--- src/rtl/isa_pkg.sv ---
// -----------------------------------------------------------------------------
// isa_pkg
// Shared definitions for the instruction path.
// - INSTR_W  : instruction word width in bits.
// - NOP_WORD : the encoding of a no-operation instruction.
// - loader_state_e : state encoding of the boot-time instruction RAM loader.
// - loader_is_timed / loader_is_busy : state classification helpers.
// -----------------------------------------------------------------------------
package isa_pkg;

  localparam int unsigned INSTR_W = 16;

  localparam logic [INSTR_W-1:0] NOP_WORD = 16'b0000_1000_0000_0000;

  typedef enum logic [2:0] {
    IDLE   = 3'd0,
    LEN_LO = 3'd1,
    LEN_HI = 3'd2,
    DAT_LO = 3'd3,
    DAT_HI = 3'd4,
    WRITE  = 3'd5,
    DONE   = 3'd6,
    ERR    = 3'd7
  } loader_state_e;

  // States that are waiting on the UART and therefore subject to the
  // inter-byte timeout.
  function automatic logic loader_is_timed(input loader_state_e s);
    return (s == LEN_LO) || (s == LEN_HI) || (s == DAT_LO) || (s == DAT_HI);
  endfunction

  // States in which a load is in progress and the CPU must be stalled.
  function automatic logic loader_is_busy(input loader_state_e s);
    return (s != IDLE) && (s != DONE) && (s != ERR);
  endfunction

endpackage

--- src/rtl/inst_ram_loader_timeout_ctr.sv ---
// -----------------------------------------------------------------------------
// loader_timeout_ctr
// Down-counter used as an inter-byte watchdog.
// Ports:
//   clk        in   system clock, rising edge
//   rst        in   asynchronous, active-low reset (counter cleared to 0)
//   clr_i      in   reload the counter with LOAD (has priority over en_i)
//   en_i       in   count down by one per cycle; counter sticks at zero
//   expired_o  out  counter is at zero while enabled
// With LOAD = N-1, expired_o rises N-1 enabled cycles after the last clear, so
// a consumer that acts on expired_o at the following edge acts N cycles after
// the clear.
// -----------------------------------------------------------------------------
module loader_timeout_ctr #(
  parameter int unsigned      W    = 24,
  parameter logic [W-1:0]     LOAD = '1
) (
  input  logic clk,
  input  logic rst,
  input  logic clr_i,
  input  logic en_i,
  output logic expired_o
);

  logic [W-1:0] cnt_q;
  logic [W-1:0] cnt_d;

  always_comb begin
    cnt_d = cnt_q;
    if (clr_i) begin
      cnt_d = LOAD;
    end else if (en_i && (cnt_q != '0)) begin
      cnt_d = cnt_q - 1'b1;
    end
  end

  always_ff @(posedge clk or negedge rst) begin
    if (!rst) begin
      cnt_q <= '0;
    end else begin
      cnt_q <= cnt_d;
    end
  end

  assign expired_o = en_i && (cnt_q == '0);

endmodule

--- src/rtl/inst_ram_loader.sv ---
// -----------------------------------------------------------------------------
// inst_ram_loader
// Boot-time writer for the instruction RAM. Receives a length-prefixed,
// little-endian byte stream from the UART receiver (2 length bytes, then 2
// bytes per instruction word), writes each word through a req/ack RAM port
// and holds the CPU stalled while a load is in progress.
// Ports:
//   clk            in   system clock, rising edge
//   rst            in   asynchronous, active-low reset
//   start          in   one-cycle pulse; begins a load from IDLE/DONE/ERR
//   rx_data[7:0]   in   received UART byte
//   rx_valid       in   one-cycle strobe qualifying rx_data
//   ram_addr[15:0] out  word address of the write
//   ram_wdata[15:0]out  instruction word being written
//   ram_we         out  write request, held until ram_ack
//   ram_ack        in   RAM accepted the write (sampled while ram_we=1)
//   cpu_hold       out  stall the CPU/PC while loading
//   done           out  load completed, until the next start
//   err            out  load aborted, until the next start
//   words_written  out  words acknowledged in the current load
// -----------------------------------------------------------------------------
module inst_ram_loader
  import isa_pkg::*;
#(
  parameter logic [15:0] BASE_ADDR = 16'h0000,
  parameter logic [15:0] MAX_WORDS = 16'd1024,
  parameter logic [23:0] TIMEOUT   = 24'd2000000
) (
  input  logic               clk,
  input  logic               rst,
  input  logic               start,
  input  logic [7:0]         rx_data,
  input  logic               rx_valid,
  output logic [15:0]        ram_addr,
  output logic [INSTR_W-1:0] ram_wdata,
  output logic               ram_we,
  input  logic               ram_ack,
  output logic               cpu_hold,
  output logic               done,
  output logic               err,
  output logic [15:0]        words_written
);

  loader_state_e      state_q, state_d;
  logic [15:0]        len_q, len_d;
  logic [7:0]         lo_q, lo_d;
  logic [15:0]        addr_q, addr_d;
  logic [INSTR_W-1:0] wdata_q, wdata_d;
  logic [15:0]        words_q, words_d;

  logic               tmo_clr;
  logic               tmo_en;
  logic               tmo_expired;
  logic [15:0]        new_len;
  logic [15:0]        words_inc;

  assign new_len   = {rx_data, len_q[7:0]};
  assign words_inc = words_q + 16'd1;

  // ---------------------------------------------------------------------------
  // Inter-byte watchdog: restarted on every byte and on every state change,
  // counts only while waiting on the UART (frozen during WRITE).
  // ---------------------------------------------------------------------------
  assign tmo_en  = loader_is_timed(state_q);
  assign tmo_clr = rx_valid || (state_d != state_q);

  loader_timeout_ctr #(
    .W    (24),
    .LOAD (TIMEOUT - 24'd1)
  ) u_timeout (
    .clk       (clk),
    .rst       (rst),
    .clr_i     (tmo_clr),
    .en_i      (tmo_en),
    .expired_o (tmo_expired)
  );

  // ---------------------------------------------------------------------------
  // Next-state logic
  // ---------------------------------------------------------------------------
  always_comb begin
    state_d = state_q;
    len_d   = len_q;
    lo_d    = lo_q;
    addr_d  = addr_q;
    wdata_d = wdata_q;
    words_d = words_q;

    unique case (state_q)
      IDLE, DONE, ERR: begin
        // A byte arriving together with start is deliberately dropped.
        if (start) begin
          state_d = LEN_LO;
          words_d = 16'd0;
        end
      end

      LEN_LO: begin
        if (rx_valid) begin
          len_d[7:0] = rx_data;
          state_d    = LEN_HI;
        end else if (tmo_expired) begin
          state_d = ERR;
        end
      end

      LEN_HI: begin
        if (rx_valid) begin
          len_d[15:8] = rx_data;
          if (new_len == 16'd0) begin
            state_d = DONE;
          end else if (new_len > MAX_WORDS) begin
            state_d = ERR;
          end else begin
            state_d = DAT_LO;
          end
        end else if (tmo_expired) begin
          state_d = ERR;
        end
      end

      DAT_LO: begin
        if (rx_valid) begin
          lo_d    = rx_data;
          state_d = DAT_HI;
        end else if (tmo_expired) begin
          state_d = ERR;
        end
      end

      DAT_HI: begin
        if (rx_valid) begin
          wdata_d = {rx_data, lo_q};
          addr_d  = BASE_ADDR + words_q;  // wraps modulo 2^16
          state_d = WRITE;
        end else if (tmo_expired) begin
          state_d = ERR;
        end
      end

      WRITE: begin
        // A byte during a write means the RAM is too slow for the link;
        // the overrun wins over a coincident ack and the word is not counted.
        if (rx_valid) begin
          state_d = ERR;
        end else if (ram_ack) begin
          words_d = words_inc;
          state_d = (words_inc == len_q) ? DONE : DAT_LO;
        end
      end

      default: state_d = IDLE;
    endcase
  end

  // ---------------------------------------------------------------------------
  // State registers
  // ---------------------------------------------------------------------------
  always_ff @(posedge clk or negedge rst) begin
    if (!rst) begin
      state_q <= IDLE;
      len_q   <= 16'd0;
      lo_q    <= 8'd0;
      addr_q  <= 16'd0;
      wdata_q <= '0;
      words_q <= 16'd0;
    end else begin
      state_q <= state_d;
      len_q   <= len_d;
      lo_q    <= lo_d;
      addr_q  <= addr_d;
      wdata_q <= wdata_d;
      words_q <= words_d;
    end
  end

  // ---------------------------------------------------------------------------
  // Outputs are decoded from registered state so reset clears them at once.
  // ---------------------------------------------------------------------------
  assign ram_we        = (state_q == WRITE);
  assign ram_addr      = addr_q;
  assign ram_wdata     = wdata_q;
  assign cpu_hold      = loader_is_busy(state_q);
  assign done          = (state_q == DONE);
  assign err           = (state_q == ERR);
  assign words_written = words_q;

endmodule

--- config.mk ---
export PLATFORM = sky130hd
export DESIGN_NAME = inst_ram_loader
export DESIGN_NICKNAME = d
export VERILOG_FILES = /design/src/rtl/isa_pkg.sv /design/src/rtl/inst_ram_loader_timeout_ctr.sv /design/src/rtl/inst_ram_loader.sv
export SDC_FILE = /design/constraint.sdc
export NUM_CORES = 1
export LEC_CHECK = 0
export CORE_MARGIN = 2
export CORE_UTILIZATION = 41
export CTS_BUF_LIST = sky130_fd_sc_hd__clkbuf_8
export CTS_CLUSTER_DIAMETER = 150
export CTS_CLUSTER_SIZE = 10
export DETAILED_ROUTE_END_ITERATION = 10
export PLACE_DENSITY = 0.74
export SKIP_CTS_REPAIR_TIMING = 1
export SYNTH_ARGS = -nofsm -noshare
export SYNTH_HDL_FRONTEND = slang
export SYNTH_SLANG_ARGS = --single-unit
--- constraint.sdc ---
create_clock -name clk -period 3.6 [get_ports clk]
set_clock_uncertainty 0.1 [all_clocks]
set_input_delay 0.54 -clock clk [delete_from_list [all_inputs] [get_ports clk]]
set_output_delay 0.54 -clock clk [all_outputs]
set_load 0.01 [all_outputs]
==> impl_summary.txt <==
----------------------------------------------------
[Run status]
  Status ... finished, final reports clean

[Clock tree]
  Maximum clock insertion buffer count ... 2
  CTS tree ... built
  Clock buffers created by TritonCTS ... 9
  CTS sink count ... 99
  Count of H-tree levels built during CTS ... 3
  Insertion delay of the later-clocked pin in the worst-skew pair ... 380 ps
  Buffer type at the clock tree root ... sky130_fd_sc_hd__clkbuf_8
  Clock transition at the registers of the reported paths ... 100 ps

[Placement]
  Detail Placement HPWL ... 8.097 mm
  Placer's final routability congestion estimate ... 0.8666
  Number of port buffers ... 64
  DP Worst Slack ... 566.8 ps

[STA]
  Final Max Tran Viols ... 0
  Post-layout worst setup margin ... about 730 ps
  Minimum period implied by the final worst setup slack ... 2869 ps
  Max Clock Freq ... between 300 and 400 MHz
  Share of the clock period used by the worst path after layout ... 79.70%
  Max-Slew Margin vs Limit ... a little over two fifths
  Hold Vio Cnt, Final ... 0
  Aggregate negative setup slack ... 0 ps
  Transition time at the pin with the least slew margin ... ~850 ps
  Unrepaired setup endpoints after global routing ... false
  Setup violation total in the final timing report ... 0

[Min path]
  Kind of path behind the tightest hold check ... in -> async

[Global routing]
  Global-route wire length before repair ... 19.15 mm
  Largest net degree at the start of global routing ... 69
  Via count of the first global-routing pass ... 3,800
  Overall fraction of global-route tracks in use ... a little under a fifth
  Congestion Overflow GR ... 0
  Number of antenna violations at the first check in global routing ... 0

[Setup path]
  R2r worst-path depth ... 7
  Data required time of the worst path ... 3820 ps
  Cell Chain, Critical Path ... ha_1, and2b_1, and2_1, a311oi_1, o2111ai_1, a211o_1, nor2_1
  Critical R2R Launch ... state_q[2]
  Critical path launch point type ... register
  Capturing point of the worst reg2reg path ... u_timeout.cnt_q[22]
  Largest delay contributor family on the critical path ... compound AO/OA/AOI/OAI gates
  CP Buf/Inv Count ... 0
  Worst-path cell with the longest stage delay ... sky130_fd_sc_hd__ha_1
  Arrival time of data at the critical path endpoint ... about 3100 ps
  CP peak stage delay ... between 600 and 700 ps
  Worst setup EP type ... register
  Critical Setup Path Class ... reg -> reg
  Peak fanout along the critical path ... 17
  Worst reg-to-reg setup slack ... 730 ps

[Route]
  Amount of wire on met2 after detailed routing ... 5.509 mm
  Met1 wire length ... 5.359 mm
  Violation count after the first detailed-route iteration ... 247
  Uppermost routed layer ... met4
  Count of antenna-violating nets left after detailed routing ... 0
  Routed wire length on met3 ... roughly 470 um
  DRC ... 0
  Vias per cell ... 5.412
  Total routed wirelength ... 11.55 mm
  Detailed-router iteration count before antenna repair ... 5
  Total number of vias ... around 3,900
  WL/cell ... 16.20 um

[Die]
  Top-level port count ... 65
  Width of the die ... 115.6 um
  Std cell rows ... 40
  Area inside the core boundary ... between 10,000 and 15,000 um^2
  Starting Density ... 42.30%
  Die Footprint ... roughly 13,000 um^2
  Chip height ... between 100 and 150 um

[Synth]
  Synthesized area per cell ... 10.56 um^2
  Net count of the mapped netlist ... 500
  Library cell with the largest summed area after synthesis ... sky130_fd_sc_hd__dfrtp_1
  Number of flops mapped to enable cells by yosys ... 0
  Yosys warning total ... 0
  Synth Register Bits ... 99
  Dominant register cell in the synthesized netlist ... sky130_fd_sc_hd__dfrtp_1
  Cell area after synthesis ... 5102 um^2
  Unique masters post-synth ... 56
  Asr flop ratio synth ... 100.0%
  Post-synthesis cell count ... 483
  Post-synth top area share ... 48.55%
  Cell types occupying the most area after synthesis ... sky130_fd_sc_hd__dfrtp_1, sky130_fd_sc_hd__mux2_2, sky130_fd_sc_hd__xnor2_1
  Portion of the post-synthesis area used by sequential elements ... 48.55%

[Pwr]
  Maximum VDD drop ... ~400 uV
  Areal power density over the cells ... about 650 nW/um^2
  LEAKAGE ... 2.402 nW

[Finish]
  Layout cells sized above 1 ... 16.70%
  Number of diodes added for antenna fixing ... 0
  Filler cell count in the final layout ... 1,066
  Area growth from synthesis to layout ... 20.03%
  Register area ... 2477 um^2
  Area used by multi-input combinational logic ... 2486 um^2
  Utilization of the core after routing ... just over 50%
  Number of nets in the layout ... 558

[Job]
  Number of violations of the max-capacitance limit ... 0

----------------------------------------------------
per-stage QoR:
step	std cells	instance area (um^2)	hold WS (ps)	power, W
detailed placement	698	5887	391.5	0.003148
global placement	698	5887	383.1	0.003097
floorplan	483	5102	144.4	0.002625
finish	713	6125	147.5	0.003985
CTS	713	6125	196.1	0.004005
global route	713	6125	238.0	0.004235
flip-flops by register name, indices dropped and copies added (netlist names):
register and flops:
u_timeout.cnt_q 24, len_q 16, ram_addr 16, ram_wdata 16, words_written 16, lo_q 8
state_q 3
where the power goes:
group / internal, W / switching [W]
registers: 0.00137 / 0.000274
clock network: 0.000460 / 0.000397
logic: 0.000756 / 0.000725
total: 0.00259 / 0.00140
layer usage:
layer | global-route usage [%] | up-vias
met5 | 0 | -
met4 | 7.871 | 0
met3 | 3.033 | 14
met2 | 28.50 | 101
met1 | 25.25 | 1892
li1 | - | 1852
cell usage after synthesis (all sizes together) (3+ instances only):
cell    count
dfrtp      99
mux2       57
nand2      41
nor2       41
o21ai      31
xnor2      28
nand3      16
xor2       16
nor4       15
a21oi      13
clkbuf     13
nor3       13
buf        11
nand4       7
o31ai       7
a31oi       6
inv         6
nand2b      6
and3        5
mux2i       5
nor2b       5
ha          4
a22oi       3
nand4b      3
o22ai       3
worst max path at each step:
| stage | startpoint | cells after the start | to | slack, ps |
|---|---|---|---|---|
| floorplan | words_written[0] | 7 | state_q[0] | 1150 |
| global placement | rx_data[4] | 8 | u_timeout.cnt_q[21] | 620 |
| detailed placement | rx_data[4] | 8 | u_timeout.cnt_q[22] | 570 |
| CTS | words_written[0] | 7 | state_q[0] | 760 |
| global route | words_written[0] | 7 | state_q[0] | 520 |
| finish | state_q[2] | 7 | u_timeout.cnt_q[22] | 730 |
final cells by class:
class,instances,area share [%]
clock buffer,9,2.022
multi-input combinational,354,40.59
inverter,6,0.3677
timing repair buffer,71,11.28
sequential,99,40.45
tap,168,3.432
clock inverter,6,1.859
logic make-up after synthesis:
kind of cell	count (synthesis)	share of synthesized area [%]
AOI/OAI and AO/OA	81	10.18
xor gates and xnor gates	44	7.553
adders and majority gates	4	0.9809
buffers and inverters	30	2.869
DFF	99	48.55
muxes	62	13.56
and+or+nand+nor	163	16.31
worst register-to-register path, cell delays in order (launching register included):
cell and delay [ps]:
sky130_fd_sc_hd__dfrtp_1 600, sky130_fd_sc_hd__ha_1 610, sky130_fd_sc_hd__and2b_1 270, sky130_fd_sc_hd__and2_1 160, sky130_fd_sc_hd__a311oi_1 260, sky130_fd_sc_hd__o2111ai_1 200
sky130_fd_sc_hd__a211o_1 450, sky130_fd_sc_hd__nor2_1 170
layout by cell type, fill, tap and decap left out, types with 6 or more instances in the layout:
master	instances
sky130_fd_sc_hd__nor2_1	39
sky130_fd_sc_hd__nand3_1	16
sky130_fd_sc_hd__nand2b_1	6
sky130_fd_sc_hd__clkbuf_8	9
sky130_fd_sc_hd__a31oi_1	6
sky130_fd_sc_hd__a21oi_1	13
sky130_fd_sc_hd__dfrtp_1	99
sky130_fd_sc_hd__nand4_1	7
sky130_fd_sc_hd__nor4_1	13
sky130_fd_sc_hd__inv_1	6
sky130_fd_sc_hd__buf_4	8
sky130_fd_sc_hd__mux2_2	57
sky130_fd_sc_hd__clkdlybuf4s50_1	63
sky130_fd_sc_hd__o21ai_0	31
sky130_fd_sc_hd__nand2_1	41
sky130_fd_sc_hd__xnor2_1	28
sky130_fd_sc_hd__nor3_1	11
sky130_fd_sc_hd__o31ai_1	7
sky130_fd_sc_hd__xor2_1	16
Power figures use the tool's default switching activity.
